==> src/rtl/if_stage.sv <==
// Instruction-fetch stage with IF/ID pipeline register and req/ready instruction-memory handshake.
// Optional performance counters are enabled with `define IF_PERF_CNT_EN.
module if_stage #(
   parameter logic [31:0] RESET_PC  = 32'h0000_0000,
   parameter logic [31:0] NOP_INSTR = 32'h0000_0000
) (
   input  logic        Clock,
   input  logic        Reset,
   input  logic        PC_WriteEnable,
   input  logic        IFIDWriteEnable,
   input  logic        IFIDFlush,
   input  logic        Branch,
   input  logic        Jump,
   input  logic [31:0] BranchDest,
   input  logic [31:0] JumpDest,
   output logic        IMemReq,
   output logic [31:0] IMemAddr,
   input  logic        IMemReady,
   input  logic [31:0] IMemRdata,
   output logic [31:0] Instruction_Out,
   output logic [31:0] PC_Out,
   output logic        IFID_JFlush
`ifdef IF_PERF_CNT_EN
   ,
   output logic [31:0] FetchCount,
   output logic [31:0] StallCount,
   output logic [31:0] FlushCount
`endif
);

   localparam int unsigned XLEN = 32;
   localparam logic [XLEN-1:0] ALIGN_MASK = ~XLEN'(3);

   typedef enum logic {F_FETCH, F_HOLD} fstate_t;

   fstate_t         state_q, state_nxt;
   logic [XLEN-1:0] pc_q, pc_nxt;
   logic [XLEN-1:0] hold_q, hold_nxt;
   logic [XLEN-1:0] instr_nxt, ifpc_nxt;
   logic            jflush_nxt, req_nxt;

   logic            stall, redirect, fetch_ok;
   logic            load_v, bubble_v;
   logic [XLEN-1:0] load_word, pc_inc, npc_raw, npc;

   assign stall    = ~(PC_WriteEnable & IFIDWriteEnable);
   assign redirect = (Branch | Jump) & PC_WriteEnable;
   // Only a response to a request actually on the bus counts (ignores stale data after reset).
   assign fetch_ok = IMemReq & IMemReady;
   assign pc_inc   = (pc_q + XLEN'(4)) & ALIGN_MASK;
   assign npc_raw  = Jump ? JumpDest : (Branch ? BranchDest : pc_inc);
   assign npc      = npc_raw & ALIGN_MASK;
   assign IMemAddr = pc_q;

   // Next-state, next-PC and IF/ID contents
   always_comb begin
      state_nxt  = state_q;
      pc_nxt     = pc_q;
      hold_nxt   = hold_q;
      instr_nxt  = Instruction_Out;
      ifpc_nxt   = PC_Out;
      jflush_nxt = IFID_JFlush;
      load_v     = 1'b0;
      bubble_v   = 1'b0;
      load_word  = hold_q;

      if (redirect) begin
         pc_nxt    = npc;
         state_nxt = F_FETCH;
         bubble_v  = 1'b1;
      end else begin
         case (state_q)
            F_FETCH: begin
               if (fetch_ok) begin
                  if (stall || IFIDFlush) begin
                     // Keep the word so a flush or stall never forces a refetch
                     hold_nxt  = IMemRdata;
                     state_nxt = F_HOLD;
                  end else begin
                     load_v    = 1'b1;
                     load_word = IMemRdata;
                     pc_nxt    = pc_inc;
                  end
               end
            end
            F_HOLD: begin
               if (!stall && !IFIDFlush) begin
                  load_v    = 1'b1;
                  load_word = hold_q;
                  pc_nxt    = pc_inc;
                  state_nxt = F_FETCH;
               end
            end
            default: state_nxt = F_FETCH;
         endcase
         if (!load_v && (IFIDFlush || IFIDWriteEnable)) begin
            bubble_v = 1'b1;
         end
      end

      if (load_v) begin
         instr_nxt  = load_word;
         ifpc_nxt   = pc_q;
         jflush_nxt = 1'b0;
      end else if (bubble_v) begin
         instr_nxt  = NOP_INSTR;
         ifpc_nxt   = pc_q;
         jflush_nxt = 1'b1;
      end

      req_nxt = (state_nxt == F_FETCH);
   end

   // State, PC and IF/ID registers
   always_ff @(posedge Clock) begin
      if (!Reset) begin
         state_q         <= F_FETCH;
         pc_q            <= RESET_PC;
         hold_q          <= '0;
         IMemReq         <= 1'b0;
         Instruction_Out <= NOP_INSTR;
         PC_Out          <= RESET_PC;
         IFID_JFlush     <= 1'b1;
      end else begin
         state_q         <= state_nxt;
         pc_q            <= pc_nxt;
         hold_q          <= hold_nxt;
         IMemReq         <= req_nxt;
         Instruction_Out <= instr_nxt;
         PC_Out          <= ifpc_nxt;
         IFID_JFlush     <= jflush_nxt;
      end
   end

`ifdef IF_PERF_CNT_EN
   // A flush bubble comes from either a redirect or IFIDFlush; a load never coincides with either
   logic flush_ev;
   assign flush_ev = redirect | IFIDFlush;

   always_ff @(posedge Clock) begin
      if (!Reset) begin
         FetchCount <= '0;
         StallCount <= '0;
         FlushCount <= '0;
      end else begin
         if (load_v)          FetchCount <= FetchCount + XLEN'(1);
         if (!PC_WriteEnable) StallCount <= StallCount + XLEN'(1);
         if (flush_ev)        FlushCount <= FlushCount + XLEN'(1);
      end
   end
`endif

endmodule

==> config.mk <==
export PLATFORM = sky130hd
export DESIGN_NAME = if_stage
export DESIGN_NICKNAME = d
export VERILOG_FILES = /design/src/rtl/if_stage.sv
export SDC_FILE = /design/constraint.sdc
export NUM_CORES = 1
export LEC_CHECK = 0
export BUFFER_PORTS_ARGS = -buffer_cell sky130_fd_sc_hd__buf_2
export CAP_MARGIN = 5
export CORE_MARGIN = 2
export CORE_UTILIZATION = 38
export CTS_BUF_LIST = sky130_fd_sc_hd__clkbuf_2
export DETAILED_ROUTE_END_ITERATION = 12
export PLACE_DENSITY = 0.62
export SLEW_MARGIN = 10
export SYNTH_ARGS = -nofsm -noshare
export SYNTH_HDL_FRONTEND = slang
export SYNTH_SLANG_ARGS = --single-unit
==> constraint.sdc <==
create_clock -name Clock -period 2.2 [get_ports Clock]
set_input_delay 0.44 -clock Clock [delete_from_list [all_inputs] [get_ports Clock]]
set_output_delay 0.44 -clock Clock [all_outputs]
set_load 0.02 [all_outputs]
==> impl.org, run 1 <==
** Logic synthesis
- Proportion of netlist area held by the largest area contributor :: 44.8%
- The average instance in the mapped netlist occupies 8.65 sq um.
- Instance count of the mapped netlist :: 656
- Ys flop type :: dfxtp_1
- Top cell type by total area after synthesis :: dfxtp_1
- Yosys mapped a number of flops with a built-in enable equal to 0.
- Cell area after synthesis :: 5670 sq um
- Ranking of synthesized cells by area :: dfxtp_1, nand2_1, a21oi_1, mux2i_1, a2bb2oi_1
- The share of the Yosys chip area taken by registers is 44.8%.
- Commonest cells in the netlist :: nand2_1, dfxtp_1, a21oi_1
- Ys Warns :: 0
- Synthesis instantiated 50 different standard cells from the library.
- The synthesized design contains 127 register bits.
- Of all flip-flops after synthesis, the portion carrying an async set or reset was 0%.
- Most used standard cell by instance count after synthesis :: nand2_1

** Timing
- Setup repair after global routing missed its margin :: no
- Clk_skew :: 0.0273 ns
- Setup Total Neg Slack :: 0 ns
- The final-report hold violation count is 0.
- Dividing the final minimum period by the clock period gives 91.1%.
- Max Fclk :: 499 MHz
- Final worst path period need :: 2.00 ns
- Final-report max-slew violation count :: 0
- Number of failing setup endpoints in the final timing report :: 0

** GRT
- Overflow left after global routing :: 0
- Entering global routing, the biggest net connects 63 pins.
- Total Routing Usage GR :: 21.8%
- Number of global-route vias before repair :: 5,436
- The number of antenna violations at the first check in global routing is 1.
- The first global-routing pass estimated 27.8 mm of wire.

** Detailed routing
- Once detail routing completed, the nets flagged for antenna violations numbered 0.
- Via count :: 5,595
- After detailed routing, the average wire length per cell comes to 15.8 um.
- After detailed routing, the number of vias per cell comes to 5.10.
- Length of the first detailed-routing pass in iterations :: 4
- Post-route DRC violation count :: 0
- For this block, the routed nets add up to 17.4 mm of wire.
- Iteration-0 DRC Markers :: 322

** CTS
- Sink Count :: 127
- TritonCTS built the clock tree.
- PostCTS Resize Cnt :: 0
- The clock reaches the later pin of the worst-skew pair after 0.71 ns.
- Root buffer cell :: clkbuf_2
- Post-CTS setup-driven buffer insertion count :: 0
- After clock tree synthesis, the clock-pin slew on the worst setup and hold paths is 0.19 ns.
- The longest clock path from root to sink contains 2 buffers.
- Total CTS buffers :: 17
- CTS HTree Levels :: 4

** Critical path
- Arrival time reported for the critical path endpoint :: 2.60 ns
- The setup path with the least slack is of type reg2reg.
- Along the worst path, the maximum fanout reaches 13.
- FF-to-FF Start :: IMemAddr[3]$_SDFFE_PN0P_
- Required time of the critical path :: 2.80 ns
- Nature of the critical path startpoint :: register
- The worst setup path is captured at a register.
- Worst Setup SP :: IMemAddr[3]$_SDFFE_PN0P_

** Layout
- Fraction of layout instances using a drive strength above 1 :: 30.2%
- Relative to the synthesized area, the layout overhead comes to 36.5%.
- The net count of the finished layout is 1,004.
- Fin util :: 53.3%

** Pwr
- Relative contribution of the clock network to total power :: 33.7%
- Sequential cell fraction of total power :: 51.2%
- Internal cell power :: 3460 uW
- Power spread over the standard cell area amounts to 620 nW/um^2.
- IR analysis of the VDD net gives a maximum drop of 0.391 mV.
- In this run the power spent charging and discharging nets is 1340 uW.
- Combinational logic burns 15.1% of the power.
- Static leakage power :: 0.00313 uW
- Net switching is 28.0% of the power.

** Floorplan
- Initial standard-cell utilization of the core :: 39.0%
- Total core area :: 14,500 sq um
- The die covers 15,900 sq um.
- Die extent in y :: 126 um
- During I/O placement, the number of pins put on the boundary was 202.
- Die W :: 126 um
- Number of standard-cell rows in the floorplan :: 44

** Run status
- The run finished with clean final reports.

** Placed design
- In this run the tool buffered the top-level ports with 193 buffer cells.
- At the end of routability-driven placement, the weighted congestion stood at 0.839.
- The HPWL after detailed placement is 11.5 mm.

** Hold path
- Hold WC Path Type :: in2reg
- The worst hold path begins at JumpDest[16].

** Run
- The tool flagged a number of max-cap violations equal to 0.
-- registers in the layout, summed over array words and instances, names as in the netlist --
name	flops
IFID_JFlush	1
state_q	1
PC_Out	30
hold_q	32
Instruction_Out	32
IMemAddr	30
IMemReq	1
-- per-layer routing --
| layer | GRT usage (%) | wire (um) | share of wire, % | vias up |
|---|---|---|---|---|
| li1 | - | - | - | 2808 |
| met1 | 27.9 | 7760 | 45 | 2561 |
| met2 | 35.0 | 8090 | 47 | 198 |
| met3 | 6.29 | 1130 | 6.5 | 28 |
| met4 | 8.14 | 389 | 2.2 | 0 |
| met5 | 0 | 0 | 0 | - |
-- power by group through the flow --
stage | sequential, uW | combinational [uW] | clock [uW]
6_report | 2460 | 728 | 1620
5_1_grt | 2480 | 790 | 1770
4_1_cts | 2460 | 719 | 1660
3_5_place_dp | 2510 | 653 | 0
3_3_place_gp | 2510 | 648 | 0
2_1_floorplan | 2570 | 298 | 0
-- worst max-delay path: stages (launching register included) --
cell	delay, ns
dfxtp_1	0.45
ha_1	0.21
nand3_1	0.11
or3_4	0.46
nor4_1	0.40
xnor2_1	0.18
o22ai_1	0.10
-- logic make-up after synthesis --
kind of cell	Yosys count	share of synthesized area, %
AND/OR/NAND/NOR	247	20.9
AO/OA/AOI/OAI	163	19.3
flip-flops	127	44.8
buffers and inverters	58	4.79
multiplexers	33	5.84
XOR/XNOR	26	4.01
adder cells (fa/ha/maj)	1	0.221
other	1	0.0661
-- layout make-up --
type | instances | area (sq um)
Fill cell | 1408 | 6790
Multi-Input combinational cell | 474 | 2890
Sequential cell | 127 | 2540
Timing Repair Buffer | 276 | 1810
Tap cell | 184 | 230
Clock inverter | 11 | 166
Clock buffer | 20 | 100
Inverter | 3 | 12.5
Antenna cell | 1 | 2.50
-- layout by cell type (no fill, tap or decap), drive strengths merged, types with 15 or more instances in the layout --
cell type,instances
buf,224
a2bb2oi,32
a32oi,15
nand2,142
mux2i,32
dfxtp,127
clkbuf,20
dlygate4sd3,52
nor2,43
nand3,16
a21oi,65
xnor2,15
o22ai,23
-- per-stage QoR --
step           total power [uW]  setup slack [ns]  instance area [sq um]  hold slack [ns]  std cells
2_1_floorplan              2870             0.239                   5680            0.436        659
3_3_place_gp               3150             0.121                   6960            0.437       1012
3_5_place_dp               3160            0.0973                   6960            0.444       1012
4_1_cts                    4840             0.206                   7680        0.0000593       1089
5_1_grt                    5040           0.00790                   7750         0.000645       1096
6_report                   4810             0.196                   7750           0.0590       1096
-- worst paths after layout --
check / endpoint / slack [ns] / cells past startpoint
worst max-delay path: IMemAddr[24]$_SDFFE_PN0P_ / 0.20 / 6
worst max register to register: IMemAddr[24]$_SDFFE_PN0P_ / 0.20 / 6
worst min register to register: PC_Out[4]$_SDFFE_PN0P_ / 0.46 / 2
worst min-delay path: IMemAddr[16]$_SDFFE_PN0P_ / 0.06 / 3
-- repair_timing --
item / CTS / global route
hold buffers: 46 / 6
endpoints found under the hold margin: 46 / 6
endpoints found under the setup margin: 0 / 0
Power figures use the tool's default switching activity.
==> run 2: changes to the inputs <==
--- a/config.mk
+++ b/config.mk
@@ -11,7 +11,7 @@
 export CORE_UTILIZATION = 38
 export CTS_BUF_LIST = sky130_fd_sc_hd__clkbuf_2
 export DETAILED_ROUTE_END_ITERATION = 12
-export PLACE_DENSITY = 0.62
+export PLACE_DENSITY_LB_ADDON = 0.05
 export SLEW_MARGIN = 10
 export SYNTH_ARGS = -nofsm -noshare
 export SYNTH_HDL_FRONTEND = slang
==> run 2 against run 1 <==
Clock skew is 0.0046 ns higher. Non-clock buffer count increased by 9. Maximum frequency rose by 1.7%. Sequential power about the same. Total power decreased by 2.6%. Clock-buffer cell count down 2. Worst setup slack better by 0.033 ns. Routed wire length grew 1.9%. Combinational power barely moved. Die area did not move. Final cell count increased by 0.91%. Critical endpoint is now IMemAddr[26]$_SDFFE_PN0P_. Largest cell class unchanged. Highest routed layer unchanged.
==> impl.org, run 2 (synthesis gave the netlist of run 1 again) <==
** Floorplan
- The die covers 15,900 sq um.
- The initial utilization of the core area, before any placement, comes to 39.0%.
- The die is 126 um wide.
- I/O pin count :: 202
- The total area inside the core boundary comes to 14,500 sq um.
- Number of standard-cell rows in the floorplan :: 44
- In this run the vertical extent of the chip is 126 um.

** CTS
- CTS HTree Levels :: 4
- For this design, the sink count on the clock tree is 127.
- The number of clock buffers added by TritonCTS is 17.
- CTS tree :: built
- Clock latency of the later-clocked register in the worst-skew pair :: 0.70 ns
- Clock transition at the register clock pins on the worst setup and hold paths after CTS :: 0.19 ns
- Post-CTS setup-driven buffer insertion count :: 0
- Counting along the longest clock path gives a buffer depth of 2.
- The root buffer cell chosen for the clock tree is clkbuf_2.

** GRT
- After global routing, the most crowded layer is met2.
- The number of antenna violations at the first check in global routing is 1.
- Overflow left after global routing :: 0
- First-pass GRT wire length :: 28.0 mm
- Maximum number of pins on one net before global-route repair :: 69
- GR Layer Usage met2 :: 34.6%
- GR Layer Usage met3 :: 5.48%
- Global routing used 29.4% of the available met1 tracks.
- Global routing used 21.9% of the available tracks across all layers.
- Number of global-route vias before repair :: 5,499

** Timing
- Setup violations remaining at the end of the flow were counted as 0.
- Max Fclk :: 508 MHz
- Setup Total Neg Slack :: 0 ns
- Clock skew on the completed layout was measured at 0.0318 ns.
- Final-report max-slew violation count :: 0
- Measured against its own limit, the worst slew margin works out to 66.9%.
- At the pin with the least slew margin, the transition time is 0.493 ns.
- Final cycle utilization of the critical path :: 89.6%
- Final Hold Violating Endpoints :: 0
- Setup repair after global routing left no endpoint under its margin.
- Subtracting the final worst setup slack from the clock period gives 1.97 ns.

** Detailed routing
- Wire length after detailed routing :: 17.7 mm
- Using the TritonRoute via totals, the vias-per-cell ratio works out to 5.20.
- Length of the first detailed-routing pass in iterations :: 5
- For this run, design rule violations remaining after detail routing come to 0.
- Final ANT Viol Nets :: 0
- After detailed routing, the average wire length per cell comes to 16.0 um.
- Via count :: 5,748
- In this run, the number of DRC markers left after iteration 0 of detailed routing was 326.

** Placed design
- Gpl congestion :: 0.803
- Placed standard-cell area :: 6920 sq um
- Port Buffer Count :: 193
- Number of instances in the placed design :: 1,014
- Once detailed placement completed, the half-perimeter wirelength came to 12.0 mm.

** Critical path
- The worst register-to-register path begins at IMemAddr[3]$_SDFFE_PN0P_.
- Crit Path Class :: reg2reg
- In this run the register-to-register setup slack is 0.23 ns.
- CP Max Fanout :: 13
- The worst register-to-register path ends at IMemAddr[26]$_SDFFE_PN0P_.
- Cell count of the worst reg-to-reg path :: 6
- Arrival time reported for the critical path endpoint :: 2.55 ns
- Nature of the critical path startpoint :: register
- Required time of the critical path :: 2.78 ns
- Critical Path End Type :: register

** Hold path
- For hold timing, the worst endpoint is IMemAddr[15]$_SDFFE_PN0P_.
- The startpoint identified for the worst hold timing path is BranchDest[15].
- Hold WC Path Type :: in2reg
- The worst hold path was traced through 3 stages.

** Pwr
- The analysis attributes to cell leakage a power of 0.00313 uW.
- Power per standard cell area :: 604 nW/um^2
- VDD sags by at most 0.387 mV.

** Layout
- Measured on the finished design, the core utilization comes to 53.3%.
- Leading cell type in the layout, fill and taps excluded :: buf_2
- Post-layout instance area :: 7750 sq um
- The largest registers in the layout are Instruction_Out: 32 flops, hold_q: 32 flops.
- For this run, the post-layout net count is 1,013.
- Cells with a size suffix above 1 make up 29.8% of the layout.
- Leaving out filler cells and counting taps, the final layout contains 1,106.
- Leading cell types in the layout, fill and taps excluded :: buf_2, nand2_1, dfxtp_1
- The area growth from synthesis to layout is 36.7%.

** Run status
- Status :: finished clean

** Run
- Max-cap violation count :: 0
[run 2: cell types whose count changed in the layout (fill, tap and decap cells not counted)]
cell           previous run  this run
bufinv_16                 4         3
dlygate4sd3_1            52        59
clkbuf_2                 20        18
clkinv_2                  4         5
buf_4                    24        30
clkinv_1                  0         4
buf_12                    7         3
clkinvlp_4                3         2
[run 2: worst max-delay path, stage by stage (launching register included)]
cell     delay (ns)
dfxtp_1        0.45
ha_1           0.21
nand3_1        0.09
or3_4          0.46
nor4_1         0.38
xnor2_1        0.17
o22ai_1        0.09
[run 2: repair_timing]
item	4_1_cts	5_1_grt
setup endpoints to repair	0	0
hold buffers	59	0
hold endpoints to repair	54	0
gates resized for setup	0	0
[run 2: worst max path at each step]
stage | startpoint | to | slack, ns | depth (start not counted)
2_1_floorplan | Jump | Instruction_Out[2]$_SDFFE_PN0P_ | 0.24 | 7
3_3_place_gp | IFIDFlush | IMemAddr[20]$_SDFFE_PN0P_ | 0.19 | 6
3_5_place_dp | IFIDFlush | IMemAddr[26]$_SDFFE_PN0P_ | 0.16 | 6
4_1_cts | IMemAddr[5]$_SDFFE_PN0P_ | IMemAddr[5] | 0.23 | 1
5_1_grt | IMemAddr[3]$_SDFFE_PN0P_ | IMemAddr[26]$_SDFFE_PN0P_ | 0.12 | 6
6_report | IMemAddr[3]$_SDFFE_PN0P_ | IMemAddr[26]$_SDFFE_PN0P_ | 0.23 | 6
[run 2: cell type report]
| class | instances | area [sq um] |
|---|---|---|
| fill | 1389 | 6780 |
| clock buffer | 18 | 90.1 |
| tap | 184 | 230 |
| antenna | 1 | 2.50 |
| inverter | 3 | 12.5 |
| clock inverter | 14 | 149 |
| timing repair buffer | 285 | 1840 |
| multi-input combinational | 474 | 2890 |
| sequential | 127 | 2540 |
[run 2: stage by stage]
step / total power [uW] / hold slack (ns) / worst slack, ns
6_report: 4680 / 0.0848 / 0.230
5_1_grt: 4900 / 0.0146 / 0.116
4_1_cts: 4750 / 0.0000533 / 0.229
3_5_place_dp: 3150 / 0.443 / 0.157
3_3_place_gp: 3140 / 0.434 / 0.188
2_1_floorplan: 2870 / 0.436 / 0.239
[run 2: routing by layer]
| metal | part of all wire [%] | routed length, um |
|---|---|---|
| met1 | 46 | 8090 |
| met2 | 46 | 8220 |
| met3 | 6.1 | 1080 |
| met4 | 1.7 | 309 |
| met5 | 0 | 0 |
[run 2: where the power goes]
part,switching (uW),total (uW),internal (uW)
clock,872,1490,615
sequential,76.1,2460,2390
combinational,400,731,331
